## config.mk

```make
export PLATFORM = sky130hd
export DESIGN_NAME = zet_wb_arbiter
export DESIGN_NICKNAME = d
export VERILOG_FILES = /design/src/rtl/zet_wb_pkg.sv /design/src/rtl/zet_wb_watchdog.sv /design/src/rtl/zet_wb_arbiter.sv
export SDC_FILE = /design/constraint.sdc
export NUM_CORES = 1
export LEC_CHECK = 0
export BUFFER_PORTS_ARGS = -buffer_cell sky130_fd_sc_hd__buf_2
export CAP_MARGIN = 30
export CORE_AREA = 2 2 72 74
export DETAILED_ROUTE_END_ITERATION = 10
export DIE_AREA = 0 0 74 76
export GPL_TIMING_DRIVEN = 0
export PLACE_DENSITY = 0.78
export SLEW_MARGIN = 25
export SYNTH_ARGS = -nofsm -noshare
export SYNTH_HDL_FRONTEND = slang
export SYNTH_HIERARCHICAL = 1
export SYNTH_SLANG_ARGS = --single-unit
```

## constraint.sdc

```tcl
create_clock -name wb_clk_i -period 3.28 [get_ports wb_clk_i]
set_input_delay 0.328 -clock wb_clk_i [delete_from_list [all_inputs] [get_ports wb_clk_i]]
set_output_delay 0.328 -clock wb_clk_i [all_outputs]
set_load 0.02 [all_outputs]
```

## src/rtl/zet_wb_pkg.sv

```systemverilog
// Shared definitions for the Zet two-master Wishbone arbiter.
// Holds bus widths, the arbiter state encoding and the float value that is
// returned when no slave drives the read data.
package zet_wb_pkg;

  localparam int ADR_W  = 20;  // word address [20:1]
  localparam int DATA_W = 16;
  localparam int TGC_W  = 2;   // {nmi, intr} / {nmia, inta}

  localparam logic [DATA_W-1:0] WB_FLOAT_DATA = 16'hFFFF;

  typedef enum logic [1:0] {
    IDLE = 2'd0,
    OWN0 = 2'd1,
    OWN1 = 2'd2
  } state_t;

endpackage

```

## src/rtl/zet_wb_watchdog.sv

```systemverilog
// Per-transfer stall watchdog for the Wishbone arbiter.
// Counts cycles in which the current owner strobes without an acknowledge and
// raises fire_o on the TIMEOUT-th such cycle so the arbiter can fake an ack.
// Ports:
//   clk_i, rst_ni : clock, asynchronous active-low reset
//   busy_i        : owner has cyc & stb asserted
//   ack_i         : real slave acknowledge
//   clr_i         : grant is changing on the next edge
//   fire_o        : dummy acknowledge request (combinational)
module zet_wb_watchdog #(
  parameter int TIMEOUT = 64
) (
  input  logic clk_i,
  input  logic rst_ni,
  input  logic busy_i,
  input  logic ack_i,
  input  logic clr_i,
  output logic fire_o
);

  // A zero TIMEOUT still needs a legal one-bit counter; it is simply never compared.
  localparam int CW = (TIMEOUT > 0) ? $clog2(TIMEOUT + 1) : 1;
  localparam logic [CW-1:0] LAST = (TIMEOUT > 0) ? CW'(TIMEOUT - 1) : '0;

  logic [CW-1:0] cnt_q, cnt_d;

  // A real ack in the same cycle wins over the dummy one.
  assign fire_o = (TIMEOUT != 0) && busy_i && !ack_i && (cnt_q == LAST);

  always_comb begin
    cnt_d = cnt_q;
    if (clr_i || ack_i || fire_o) begin
      cnt_d = '0;
    end else if (busy_i) begin
      cnt_d = cnt_q + CW'(1);
    end
  end

  always_ff @(posedge clk_i or negedge rst_ni) begin
    if (!rst_ni) begin
      cnt_q <= '0;
    end else begin
      cnt_q <= cnt_d;
    end
  end

endmodule

```

## src/rtl/zet_wb_arbiter.sv

```systemverilog
// Two-master Wishbone arbiter in front of the CPU switch master port.
// Master 0 is the Zet CPU, master 1 a DMA/bus-master engine. Grants are held
// for a whole cyc; a watchdog supplies a dummy ack when no slave answers.
// Ports:
//   wb_clk_i, wb_rst_ni      : clock, asynchronous active-low reset
//   m0_*_i / m1_*_i          : master requests (adr, sel, dat, we, cyc, stb)
//   m0_*_o / m1_*_o          : read data and acknowledge back to the masters
//   m0_tgc_i / m0_tgc_o      : inta/nmia from CPU, intr/nmi to CPU
//   s_*_o / s_*_i            : muxed bus towards the switch and its response
//   gnt_o                    : one-hot current owner
//   timeout_o                : one-cycle pulse on a watchdog acknowledge
module zet_wb_arbiter
  import zet_wb_pkg::*;
#(
  parameter int                TIMEOUT      = 64,
  parameter int                FIXED_PRIO   = 0,
  parameter logic [DATA_W-1:0] TIMEOUT_DATA = WB_FLOAT_DATA
) (
  input  logic              wb_clk_i,
  input  logic              wb_rst_ni,

  input  logic [ADR_W-1:0]  m0_adr_i,
  input  logic [1:0]        m0_sel_i,
  input  logic [DATA_W-1:0] m0_dat_i,
  input  logic              m0_we_i,
  input  logic              m0_cyc_i,
  input  logic              m0_stb_i,
  output logic [DATA_W-1:0] m0_dat_o,
  output logic              m0_ack_o,
  input  logic [TGC_W-1:0]  m0_tgc_i,
  output logic [TGC_W-1:0]  m0_tgc_o,

  input  logic [ADR_W-1:0]  m1_adr_i,
  input  logic [1:0]        m1_sel_i,
  input  logic [DATA_W-1:0] m1_dat_i,
  input  logic              m1_we_i,
  input  logic              m1_cyc_i,
  input  logic              m1_stb_i,
  output logic [DATA_W-1:0] m1_dat_o,
  output logic              m1_ack_o,

  output logic [ADR_W-1:0]  s_adr_o,
  output logic [1:0]        s_sel_o,
  output logic [DATA_W-1:0] s_dat_o,
  output logic              s_we_o,
  output logic              s_cyc_o,
  output logic              s_stb_o,
  input  logic [DATA_W-1:0] s_dat_i,
  input  logic              s_ack_i,
  output logic [TGC_W-1:0]  s_tgc_o,
  input  logic [TGC_W-1:0]  s_tgc_i,

  output logic [1:0]        gnt_o,
  output logic              timeout_o
);

  state_t state_q, state_d;
  logic   last_q, last_d;   // last master to release the bus
  logic   own0, own1;
  logic   own_cyc, own_stb;
  logic   wd_fire;
  logic [DATA_W-1:0] rd_dat;

  always_comb begin
    state_d = state_q;
    last_d  = last_q;
    case (state_q)
      IDLE: begin
        if (m0_cyc_i && m1_cyc_i) begin
          // Round-robin favours whichever master did not release last.
          state_d = ((FIXED_PRIO != 0) || last_q) ? OWN0 : OWN1;
        end else if (m0_cyc_i) begin
          state_d = OWN0;
        end else if (m1_cyc_i) begin
          state_d = OWN1;
        end
      end
      OWN0: begin
        if (!m0_cyc_i) begin
          last_d  = 1'b0;
          state_d = m1_cyc_i ? OWN1 : IDLE;
        end
      end
      OWN1: begin
        if (!m1_cyc_i) begin
          last_d  = 1'b1;
          state_d = m0_cyc_i ? OWN0 : IDLE;
        end
      end
      default: state_d = IDLE;
    endcase
  end

  always_ff @(posedge wb_clk_i or negedge wb_rst_ni) begin
    if (!wb_rst_ni) begin
      state_q <= IDLE;
      last_q  <= 1'b1;
    end else begin
      state_q <= state_d;
      last_q  <= last_d;
    end
  end

  assign own0    = (state_q == OWN0);
  assign own1    = (state_q == OWN1);
  assign own_cyc = (own0 & m0_cyc_i) | (own1 & m1_cyc_i);
  assign own_stb = (own0 & m0_stb_i) | (own1 & m1_stb_i);

  zet_wb_watchdog #(
    .TIMEOUT (TIMEOUT)
  ) u_watchdog (
    .clk_i   (wb_clk_i),
    .rst_ni  (wb_rst_ni),
    .busy_i  (own_cyc & own_stb),
    .ack_i   (s_ack_i),
    .clr_i   (state_d != state_q),
    .fire_o  (wd_fire)
  );

  assign rd_dat = wd_fire ? TIMEOUT_DATA : s_dat_i;

  always_comb begin
    s_adr_o  = '0;
    s_sel_o  = '0;
    s_dat_o  = '0;
    s_we_o   = 1'b0;
    s_cyc_o  = 1'b0;
    s_stb_o  = 1'b0;
    s_tgc_o  = '0;
    m0_ack_o = 1'b0;
    m0_dat_o = '0;
    m1_ack_o = 1'b0;
    m1_dat_o = '0;
    if (own0) begin
      s_adr_o  = m0_adr_i;
      s_sel_o  = m0_sel_i;
      s_dat_o  = m0_dat_i;
      s_we_o   = m0_we_i;
      s_cyc_o  = m0_cyc_i;
      s_stb_o  = m0_cyc_i & m0_stb_i & ~wd_fire;
      s_tgc_o  = m0_tgc_i;
      m0_ack_o = s_ack_i | wd_fire;
      m0_dat_o = rd_dat;
    end else if (own1) begin
      s_adr_o  = m1_adr_i;
      s_sel_o  = m1_sel_i;
      s_dat_o  = m1_dat_i;
      s_we_o   = m1_we_i;
      s_cyc_o  = m1_cyc_i;
      s_stb_o  = m1_cyc_i & m1_stb_i & ~wd_fire;
      m1_ack_o = s_ack_i | wd_fire;
      m1_dat_o = rd_dat;
    end
  end

  // Interrupt requests always reach the CPU, even during reset.
  assign m0_tgc_o  = s_tgc_i;
  assign gnt_o     = {own1, own0};
  assign timeout_o = wd_fire;

endmodule

```

==> results of run 1 <==
-- state kept, by name, indices dropped and copies added, names as in the netlist --
register / count
u_watchdog/cnt_q: 7
state_q: 2
last_q: 1
-- report_power, final --
group | switching [mW] | internal [mW] | total, mW
combinational | 0.490 | 0.333 | 0.824
sequential | 0.0122 | 0.140 | 0.153
clock | 0.0543 | 0.106 | 0.160
-- metal layers --
metal / vias to the layer above / part of all wire [%] / track usage, %
li1: 968 / - / -
met1: 867 / 42 / 18.7
met5: - / 0 / 0
met3: 9 / 7.6 / 3.17
met4: 0 / 2.1 / 6.55
met2: 79 / 48 / 29.1
-- through the flow --
| stage | setup WS, ns | cell area, um^2 | instances | hold slack, ns |
|---|---|---|---|---|
| after floorplan | 0.122 | 1240 | 167 | 0.0324 |
| after global placement | 0.318 | 2250 | 421 | 0.194 |
| after detailed placement | 0.277 | 2250 | 421 | 0.197 |
| after CTS | 0.00895 | 2320 | 426 | 0.309 |
| after global routing | 0.0478 | 2310 | 425 | 0.319 |
| final | 0.304 | 2310 | 425 | 0.321 |
-- layout make-up --
cell class | instances | area share (%)
well taps | 70 | 3.78
repair buffers | 185 | 40.2
plain buffers | 17 | 6.54
clock buffers | 4 | 2.38
multi-input cells | 135 | 35.5
flip-flops and latches | 10 | 10.9
inverters | 4 | 0.757
-- worst max-delay path by stage --
stage,end,slack [ns],cells after the start
6_report,m1_dat_o[1],0.30,10
3_5_place_dp,m1_dat_o[6],0.28,11
5_1_grt,m1_dat_o[4],0.05,10
3_3_place_gp,m0_dat_o[8],0.32,11
2_1_floorplan,m0_dat_o[10],0.12,10
4_1_cts,m1_dat_o[6],0.009,11
-- placed cells by master, fill, tap and decap left out, types with 2 or more instances in the layout --
cell      Yosys  layout
buf_6         9       9
nor3_1        2       2
buf_4         4       4
clkbuf_8      0       4
a21oi_1       3       3
nor2_1       59      59
inv_2         2       2
nand2_1       6       6
a22o_1       39      39
xor2_1        3       3
dfrtp_1       9       9
o21ai_0       3       3
buf_2         4     188
and3_1        3       3
-- cells by family (layout without fill, tap and decap cells) --
family                     count (synthesis)  after routing  synth area share [%]
buffers and inverters                     22            210                  13.9
xor gates and xnor gates                   4              4                  2.81
AOI/OAI and AO/OA                         50             50                  34.0
muxes                                      1              1                 0.804
DFF                                       10             10                  20.2
and+or+nand+nor                           79             79                  27.3
adders and majority gates                  1              1                  1.00
-- cell usage after synthesis (2+ instances only) --
master	count
nor2_1	59
a22o_1	39
buf_6	9
dfrtp_1	9
nand2_1	6
buf_2	4
buf_4	4
a21oi_1	3
and3_1	3
o21ai_0	3
xor2_1	3
inv_2	2
nor3_1	2
-- timing repair --
action | in CTS | in global routing
setup endpoints to repair | 0 | 20
hold buffers | 1 | 0
endpoints found under the hold margin | 9 | 0
==> impl_metrics.json, run 1 <==
{
  "syn_nets": 273,
  "cp_data_required_time_ns": 2.95,
  "syn2layout_area_growth_pct": 85.9,
  "cts_setup_buffers": 0,
  "synth_area_leaders": "a22o_1, dfrtp_1, nor2_1",
  "fin_worst_skew_ns": 0.00592,
  "cp-startpoint": "state_q[1]$_DFF_PN0_",
  "hold-path-endpoint": "u_watchdog/cnt_q[4]$_DFFE_PN0P_",
  "cp_num_buf_inv": 3,
  "ys_seq_area_share_pct": 20.2,
  "synth_edf_count": 0,
  "period_needed_ns": 2.98,
  "multi_input_area_um2": 821,
  "cp-start-kind": "flop",
  "critPathCaptureType": "primary output",
  "drc": 0,
  "slew_headroom_pct": 64.0,
  "cts_inserted_buffers": 3,
  "cpMaxStageDelayCell": "dfrtp_1",
  "tightest_slew_ns": 0.533,
  "finalHoldViolations": 0,
  "grt_max_degree": 11,
  "yosysWarnings": 6,
  "gr-total-overflow": 0,
  "seqCellArea_um2": 251,
  "ant_nets": 0,
  "fmax_mhz": 336,
  "dpl.hpwl_um": 4110,
  "leakage_nw": 1.44,
  "tns_ns": 0,
  "grt_pass1_wl_um": 7580,
  "root_buffer": "clkbuf_8",
  "synth_area_leader_cell": "a22o_1",
  "syn_inst": 167,
  "powerDensity_mw_per_mm2": 491,
  "outcome": "finished, final reports clean",
  "placement.io_buffers": 184,
  "die_h_um": 76,
  "drt_iter0_drc": 63,
  "fin_nets": 462,
  "slew_violations": 0,
  "clock-sinks": 10,
  "coreArea_mm2": 0.00491,
  "cts.htree.levels": 1,
  "clk_latency_ns": 0.24,
  "cts.clk_slew.worst_paths_ns": 0.05,
  "ys.flop_type": "dfrtp_1",
  "antenna_found_initial": 0,
  "start_util_pct": 25.3,
  "yosysTopAreaCellShare_pct": 27.4,
  "synth.avg_cell_area_um2": 7.45,
  "hold_class": "input pin to flop",
  "fill_cells": 490,
  "rsz0062_at_grt": "no",
  "fin_crit_sh_pct": 90.7,
  "synth-seq-cells": 10,
  "synth_area_mm2": 0.00124,
  "wire_per_inst_um": 11.9,
  "crit_chain": "nand2b_1 -> buf_6 -> o22ai_2 -> nand4_2 -> or2_1 -> nor3_1 -> buf_2 -> nor2_1 -> nor2_1 -> buf_2",
  "rr_endpoint": "u_watchdog/cnt_q[1]$_DFFE_PN0P_",
  "clockBufferDepth": 2,
  "maxCapViolCount": 0,
  "r2r_slack_ns": 1.24,
  "synth.distinct_cells": 34,
  "worstPathArrival_ns": 2.65,
  "rr_startpoint": "state_q[1]$_DFF_PN0_",
  "slowest_delay_ns": 0.47,
  "path_class": "flop to primary output",
  "pin_count": 187,
  "setup_viol": 0,
  "track_usage_pct": 16.4,
  "num_vias": 1923,
  "rows": 26,
  "die_width_um": 74,
  "total_power_mw": 1.14,
  "cts_tree": "done",
  "path_delay_family": "simple AND/OR/NAND/NOR gates",
  "postCtsResizedCells": 0,
  "drtPass1Iterations": 4,
  "place.gp.congestion": 0.825,
  "drt-vias-per-instance": 4.52,
  "grt_pass1_vias": 1738,
  "reg2reg_depth": 6,
  "worstPathMaxFanout": 18,
  "async_flop_share_pct": 100,
  "drive_gt1_share_pct": 60.0,
  "final_core_util_pct": 47.1,
  "die_area_mm2": 0.00562,
  "wl_um": 5040,
  "vdd_ir_drop_max_uv": 324,
  "hold_path.startpoint": "s_ack_i",
  "diodes": 0,
  "hold-path-cell-count": 2
}
Note: power is estimated with default switching activity, not from simulation.
==> run 2, diff against run 1 <==
- CORE_AREA: 2 2 72 74 -> 2 2 71 73
- CTS_BUF_LIST: unset -> sky130_fd_sc_hd__clkbuf_8
- DIE_AREA: 0 0 74 76 -> 0 0 73 75
- PLACE_DENSITY: 0.78 -> 0.81
- SYNTH_HIERARCHICAL: 1 -> unset
==> run 2 against run 1 <==
  * Clock skew down 0.0031 ns
  * Sequential power down 7%
  * Clock power down 3%
  * Critical path depth down 4
==> impl_metrics.json, run 2 <==
{
  "outcome": "finished, final reports clean",
  "synth_xor_xnor_area_share_pct": 3.44,
  "track_usage_pct": 21.8,
  "ys.flop_type": "dfrtp_1",
  "vdd_ir_drop_max_uv": 186,
  "synth_top_family_by_area": "compound AO/OA/AOI/OAI gates",
  "cts.htree.levels": 1,
  "worstPathMaxFanout": 10,
  "wl_um": 6850,
  "async_flop_share_pct": 100,
  "antenna_found_initial": 0,
  "syn2layout_area_growth_pct": 82.8,
  "syn_nets": 280,
  "yosysMostFrequentCell": "nor2_1",
  "rows": 25,
  "drtPass1Iterations": 4,
  "synth-seq-cells": 10,
  "grt_pass1_vias": 1736,
  "fin_crit_sh_pct": 79.5,
  "yosysTopAreaCellShare_pct": 26.8,
  "slew_headroom_pct": 58.2,
  "clockBufferDepth": 2,
  "start_util_pct": 27.3,
  "multi_input_area_um2": 906,
  "largest_register_ffs": 7,
  "num_vias": 2058,
  "cts_inserted_buffers": 3,
  "die_area_mm2": 0.00548,
  "drive_gt1_share_pct": 57.6,
  "rr_startpoint": "state_q[0]$_DFF_PN0_",
  "slew_violations": 0,
  "layout_commonest_cell": "buf_2",
  "leakage_nw": 1.40,
  "fin_worst_skew_ns": 0.00283,
  "drt-vias-per-instance": 4.94,
  "gr-total-overflow": 0,
  "synth_edf_count": 0,
  "largest_register": "u_watchdog.cnt_q",
  "coreArea_mm2": 0.00466,
  "final_cell_mix": "buf_2, nor2_1, a22o_1",
  "final_core_util_pct": 49.9,
  "synth.distinct_cells": 35,
  "ys_seq_area_share_pct": 19.8,
  "grt_max_degree": 11,
  "root_buffer": "clkbuf_8",
  "place.gp.congestion": 0.833,
  "maxCapViolCount": 0,
  "worstPathArrival_ns": 2.28,
  "synth_compound_area_share_pct": 35.5,
  "wire_per_inst_um": 16.4,
  "hold_class": "input pin to flop",
  "die_h_um": 75,
  "cp-startpoint": "state_q[0]$_DFF_PN0_",
  "synth.avg_cell_area_um2": 7.31,
  "fill_cells": 459,
  "cp_data_required_time_ns": 2.95,
  "dpl.hpwl_um": 5770,
  "yosys.area_share.adder_pct": 0.983,
  "postCtsResizedCells": 0,
  "hold_path.startpoint": "m1_cyc_i",
  "yosysWarnings": 0,
  "period_needed_ns": 2.61,
  "setup_viol": 0,
  "crit_chain": "nand4b_2 -> a2111oi_4 -> buf_6 -> nor2_2 -> nor2_1 -> buf_2",
  "tns_ns": 0,
  "synth_mux_area_share_pct": 0,
  "finalHoldViolations": 0,
  "cts_tree": "done",
  "cts_hold_buf": 1,
  "cp-start-kind": "flop",
  "grt_pass1_wl_um": 8950,
  "path_class": "flop to primary output",
  "cts.clk_slew.worst_paths_ns": 0.05,
  "drc": 0,
  "cts_setup_buffers": 0,
  "die_width_um": 73,
  "ant_nets": 0,
  "seqCellArea_um2": 251,
  "synthTopCellsByCount": "nor2_1, a22o_1, clkbuf_1",
  "synth_area_leader_cell": "a22o_1",
  "clock-sinks": 10,
  "syn_inst": 174,
  "synth_area_mm2": 0.00127,
  "slowest_delay_ns": 0.69,
  "fin_nets": 470,
  "powerDensity_mw_per_mm2": 409,
  "synth_area_leaders": "a22o_1, dfrtp_1, nor2_1",
  "clk_latency_ns": 0.23,
  "tightest_slew_ns": 0.628,
  "critPathCaptureType": "primary output",
  "synthSimpleGateAreaFrac_pct": 31.3,
  "placement.io_buffers": 184,
  "rsz0062_at_grt": "no",
  "pin_count": 187,
  "top_regs": "u_watchdog.cnt_q: 7 flops, state_q: 2 flops, last_q: 1 flops",
  "cpMaxStageDelayCell": "a2111oi_4",
  "drt_iter0_drc": 118,
  "fmax_mhz": 383,
  "diodes": 0
}
-- run 2: changes by cell type in the layout (fill, tap and decap cells not counted), sizes merged, moves of 3 or more --
cell / change
a21oi: +3
buf: -8
clkbuf: +10
nand3: +3
xnor2: +4
xor2: -3
-- run 2: worst paths after layout --
| kind | endpoint | slack (ns) | depth (start not counted) |
|---|---|---|---|
| max in group asynchronous | last_q$_DFFE_PN1P_ | 2.55 | 2 |
| min in group asynchronous | u_watchdog.cnt_q[0]$_DFFE_PN0P_ | 0.48 | 2 |
| hold / removal | state_q[1]$_DFF_PN0_ | 0.39 | 3 |
| hold reg to reg | last_q$_DFFE_PN1P_ | 0.52 | 2 |
| setup / recovery | m0_dat_o[7] | 0.67 | 6 |
| setup reg to reg | u_watchdog.cnt_q[3]$_DFFE_PN0P_ | 1.50 | 4 |
-- run 2: power by group --
part	leakage [nW]	total (mW)	internal (mW)	switching, mW
combinational	1.23	0.653	0.244	0.409
sequential	0.133	0.142	0.135	0.00756
clock	0.0288	0.155	0.106	0.0493
total	1.40	0.950	0.485	0.466
-- run 2: final cells by class --
class	count	share of cell area, %
flip-flops and latches	10	10.8
inverters	4	0.646
well taps	54	2.90
repair buffers	185	40.0
clock buffers	4	2.37
multi-input cells	141	38.9
plain buffers	19	4.30
-- run 2: worst max-delay path, delay by kind of cell, from the launching register on --
family	cells	cell delay (ns)
buffers and inverters	2	0.43
AO/OA/AOI/OAI	1	0.69
AND/OR/NAND/NOR	3	0.55
flip-flops	1	0.38
-- run 2: layer usage --
metal	up-vias	wire length, um	share of wire, %	GRT usage, %
li1	1002	-	-	-
met1	925	2500	37	26.5
met2	127	3130	46	32.5
met3	4	1190	17	14.9
met4	0	32	0.47	3.09
met5	-	0	0	0
-- run 2: cells by family after synthesis --
kind of cell | after synthesis
compound gates | 54
xor+xnor | 5
fa+ha+maj | 1
buf+inv | 23
flops | 10
simple gates | 81
-- run 2: stage by stage --
| step | area [um^2] | hold WS, ns | total power [mW] | std cells | setup slack, ns |
|---|---|---|---|---|---|
| after floorplan | 1270 | 0.0324 | 0.537 | 174 | 1.17 |
| after global placement | 2260 | 0.195 | 0.786 | 412 | 0.902 |
| after global routing | 2330 | 0.407 | 1.01 | 417 | 0.553 |
| final | 2330 | 0.391 | 0.950 | 417 | 0.672 |
| after CTS | 2330 | 0.393 | 0.953 | 417 | 0.657 |
| after detailed placement | 2260 | 0.200 | 0.793 | 412 | 0.874 |
==> run 3, diff against run 2 <==
- ABC_AREA: unset -> 1
- CORE_AREA: 2 2 71 73 -> unset
- CORE_ASPECT_RATIO: unset -> 0.75
- CORE_UTILIZATION: unset -> 28
- DIE_AREA: 0 0 73 75 -> unset
- PLACE_DENSITY: 0.81 -> 0.84
- clock period: 3.28 -> 2.23 ns (I/O delays scaled with it)
==> run 3 against run 2 <==
  * Die area down 8.6%
  * Clock skew up 0.0064 ns
  * Core utilization up 2.8 points
  * Critical endpoint is now s_dat_o[12]
  * Power up 150%
  * First-iteration DRC count down 14%
  * Clock power up 24%
  * Non-clock buffer count unchanged
  * Combinational power rose to 3.0 times the previous value
  * Worst setup slack worse by 0.47 ns
  * Synthesized cell count up 14%
  * Cell count up 6.7%
  * Critical path type unchanged
  * Sequential share of layout area down 0.20 points
==> impl_metrics.json, run 3 <==
{
  "pin_count": 187,
  "placement.io_buffers": 184,
  "drc": 0,
  "final_cell_mix": "buf_2, a22o_1, inv_1",
  "coreArea_mm2": 0.00449,
  "powerDensity_mw_per_mm2": 999,
  "synth_edf_count": 0,
  "yosysMostFrequentCell": "a22o_1",
  "vdd_ir_drop_max_uv": 578,
  "syn_nets": 305,
  "syn2layout_area_growth_pct": 79.2,
  "leakage_nw": 1.55,
  "synth.avg_cell_area_um2": 6.65,
  "rsz0062_at_grt": "no",
  "ys.flop_type": "dfrtp_1",
  "seqCellArea_um2": 251,
  "gr-total-overflow": 0,
  "diodes": 0,
  "slew_violations": 0,
  "synthTopCellsByCount": "a22o_1, a21oi_1, inv_1",
  "tightest_slew_ns": 0.436,
  "die_area_mm2": 0.00501,
  "synth.distinct_cells": 25,
  "yosysTopAreaCellShare_pct": 25.8,
  "die_h_um": 61.5,
  "wire_per_inst_um": 13.0,
  "synth_area_leader_cell": "a22o_1",
  "maxCapViolCount": 0,
  "synth-seq-cells": 10,
  "top_regs": "u_watchdog.cnt_q: 7 flops, state_q: 2 flops, last_q: 1 flops",
  "place_area_mm2": 0.00231,
  "synth_area_leaders": "a22o_1, dfrtp_1, a21oi_1",
  "fin_worst_skew_ns": 0.00921,
  "hold_class": "input pin to flop",
  "tns_ns": 0,
  "place.gp.congestion": 0.833,
  "start_util_pct": 29.4,
  "syn_inst": 199,
  "wl_um": 5800,
  "largest_register_ffs": 7,
  "ys_seq_area_share_pct": 19.0,
  "num_vias": 2124,
  "rows": 21,
  "grt_pass1_wl_um": 7640,
  "cts_inserted_buffers": 3,
  "finalInstanceArea_mm2": 0.00237,
  "clockBufferDepth": 2,
  "die_width_um": 81.4,
  "critPathCaptureType": "primary output",
  "clk_latency_ns": 0.24,
  "worstPathMaxFanout": 10,
  "dpl.hpwl_um": 5020,
  "synth_area_mm2": 0.00132,
  "synthSimpleGateAreaFrac_pct": 19.7,
  "total_power_mw": 2.37,
  "period_needed_ns": 2.03,
  "cp_data_required_time_ns": 2.01,
  "cts.htree.levels": 1,
  "grt_pass1_vias": 1637,
  "outcome": "finished, final reports clean",
  "cts.clk_slew.worst_paths_ns": 0.04,
  "clock-sinks": 10,
  "grt_max_degree": 11,
  "synth_mux_area_share_pct": 0,
  "slew_headroom_pct": 71.0,
  "async_flop_share_pct": 100,
  "cts_setup_buffers": 0,
  "fin_nets": 495,
  "yosysWarnings": 0,
  "synth_top_family_by_area": "compound AO/OA/AOI/OAI gates",
  "ant_nets": 0,
  "path_class": "flop to primary output",
  "drt-vias-per-instance": 4.77,
  "cp-start-kind": "flop",
  "cts_tree": "done",
  "antenna_found_initial": 0,
  "drtPass1Iterations": 4,
  "multi_input_area_um2": 852,
  "synth_compound_area_share_pct": 40.5,
  "setup_viol": 0,
  "largest_register": "u_watchdog.cnt_q",
  "finalHoldViolations": 0,
  "layout_commonest_cell": "buf_2",
  "yosys.area_share.adder_pct": 0.946,
  "final_core_util_pct": 52.7,
  "worstPathArrival_ns": 1.80,
  "drive_gt1_share_pct": 53.1,
  "track_usage_pct": 20.8,
  "drt_iter0_drc": 101,
  "synth_xor_xnor_area_share_pct": 3.31,
  "fill_cells": 445,
  "fmax_mhz": 493,
  "root_buffer": "clkbuf_8",
  "fin_crit_sh_pct": 90.9
}
run 3: cell types whose count changed after synthesis, sizes merged, moves of 7 or more:
cell / change
nand2: +20
a21oi: +28
nand4: +7
nor2: -43
inv: +31
run 3: layer usage:
metal	share of wire [%]	routed length, um	track usage, %
met5	0	0	0
met2	51	2980	39.2
met4	1.3	74	5.36
met1	40	2330	24.4
met3	7.3	421	4.00
run 3: critical path, cell delays in order, from the launching register on:
cell and delay (ns):
dfrtp_1 0.41, inv_1 0.14, nand2_2 0.10, inv_1 0.15, clkbuf_1 0.37, a22o_1 0.23
buf_2 0.17
run 3: final cells by class:
| class | count | area share (%) |
|---|---|---|
| clock buffer | 3 | 1.74 |
| multi-input combinational | 136 | 36.0 |
| clock inverter | 1 | 0.158 |
| sequential | 10 | 10.6 |
| tap | 57 | 3.01 |
| timing repair buffer | 185 | 39.3 |
| inverter | 34 | 5.39 |
| buffer | 19 | 3.85 |
run 3: stage by stage:
| step | std cells | hold slack (ns) | setup slack (ns) |
|---|---|---|---|
| floorplan | 199 | -0.0726 | 0.561 |
| global placement | 440 | 0.0944 | 0.489 |
| CTS | 445 | 0.234 | 0.194 |
| detailed placement | 440 | 0.100 | 0.468 |
| finish | 445 | 0.235 | 0.203 |
| global route | 445 | 0.261 | 0.00316 |
run 3: cell families (layout without fill, tap and decap cells):
family,after synthesis,count (layout)
adders and majority gates,1,1
xor gates and xnor gates,5,5
DFF,10,10
AOI/OAI and AO/OA,77,77
and+or+nand+nor,53,53
buffers and inverters,53,242
run 3: final timing paths:
| check | from | endpoint | slack [ns] | cells past startpoint |
|---|---|---|---|---|
| worst max-delay path | state_q[1]$_DFF_PN0_ | s_dat_o[12] | 0.20 | 6 |
| worst min-delay path | m1_cyc_i | last_q$_DFFE_PN1P_ | 0.24 | 2 |
| worst max register to register | u_watchdog.cnt_q[0]$_DFFE_PN0P_ | u_watchdog.cnt_q[0]$_DFFE_PN0P_ | 0.73 | 10 |
| worst min register to register | last_q$_DFFE_PN1P_ | last_q$_DFFE_PN1P_ | 0.51 | 2 |
| max in group asynchronous | wb_rst_ni | last_q$_DFFE_PN1P_ | 1.59 | 2 |
| min in group asynchronous | wb_rst_ni | u_watchdog.cnt_q[2]$_DFFE_PN0P_ | 0.38 | 2 |
run 3: timing repair:
action                                  4_1_cts  5_1_grt
hold buffers                                  1        0
endpoints found under the setup margin        0        0
endpoints found under the hold margin         9        0
resized for setup                             0        0
run 3: where the power goes:
group / internal (mW) / switching [mW]
sequential: 0.214 / 0.0256
clock: 0.120 / 0.0711
combinational: 0.676 / 1.26
total: 1.01 / 1.36
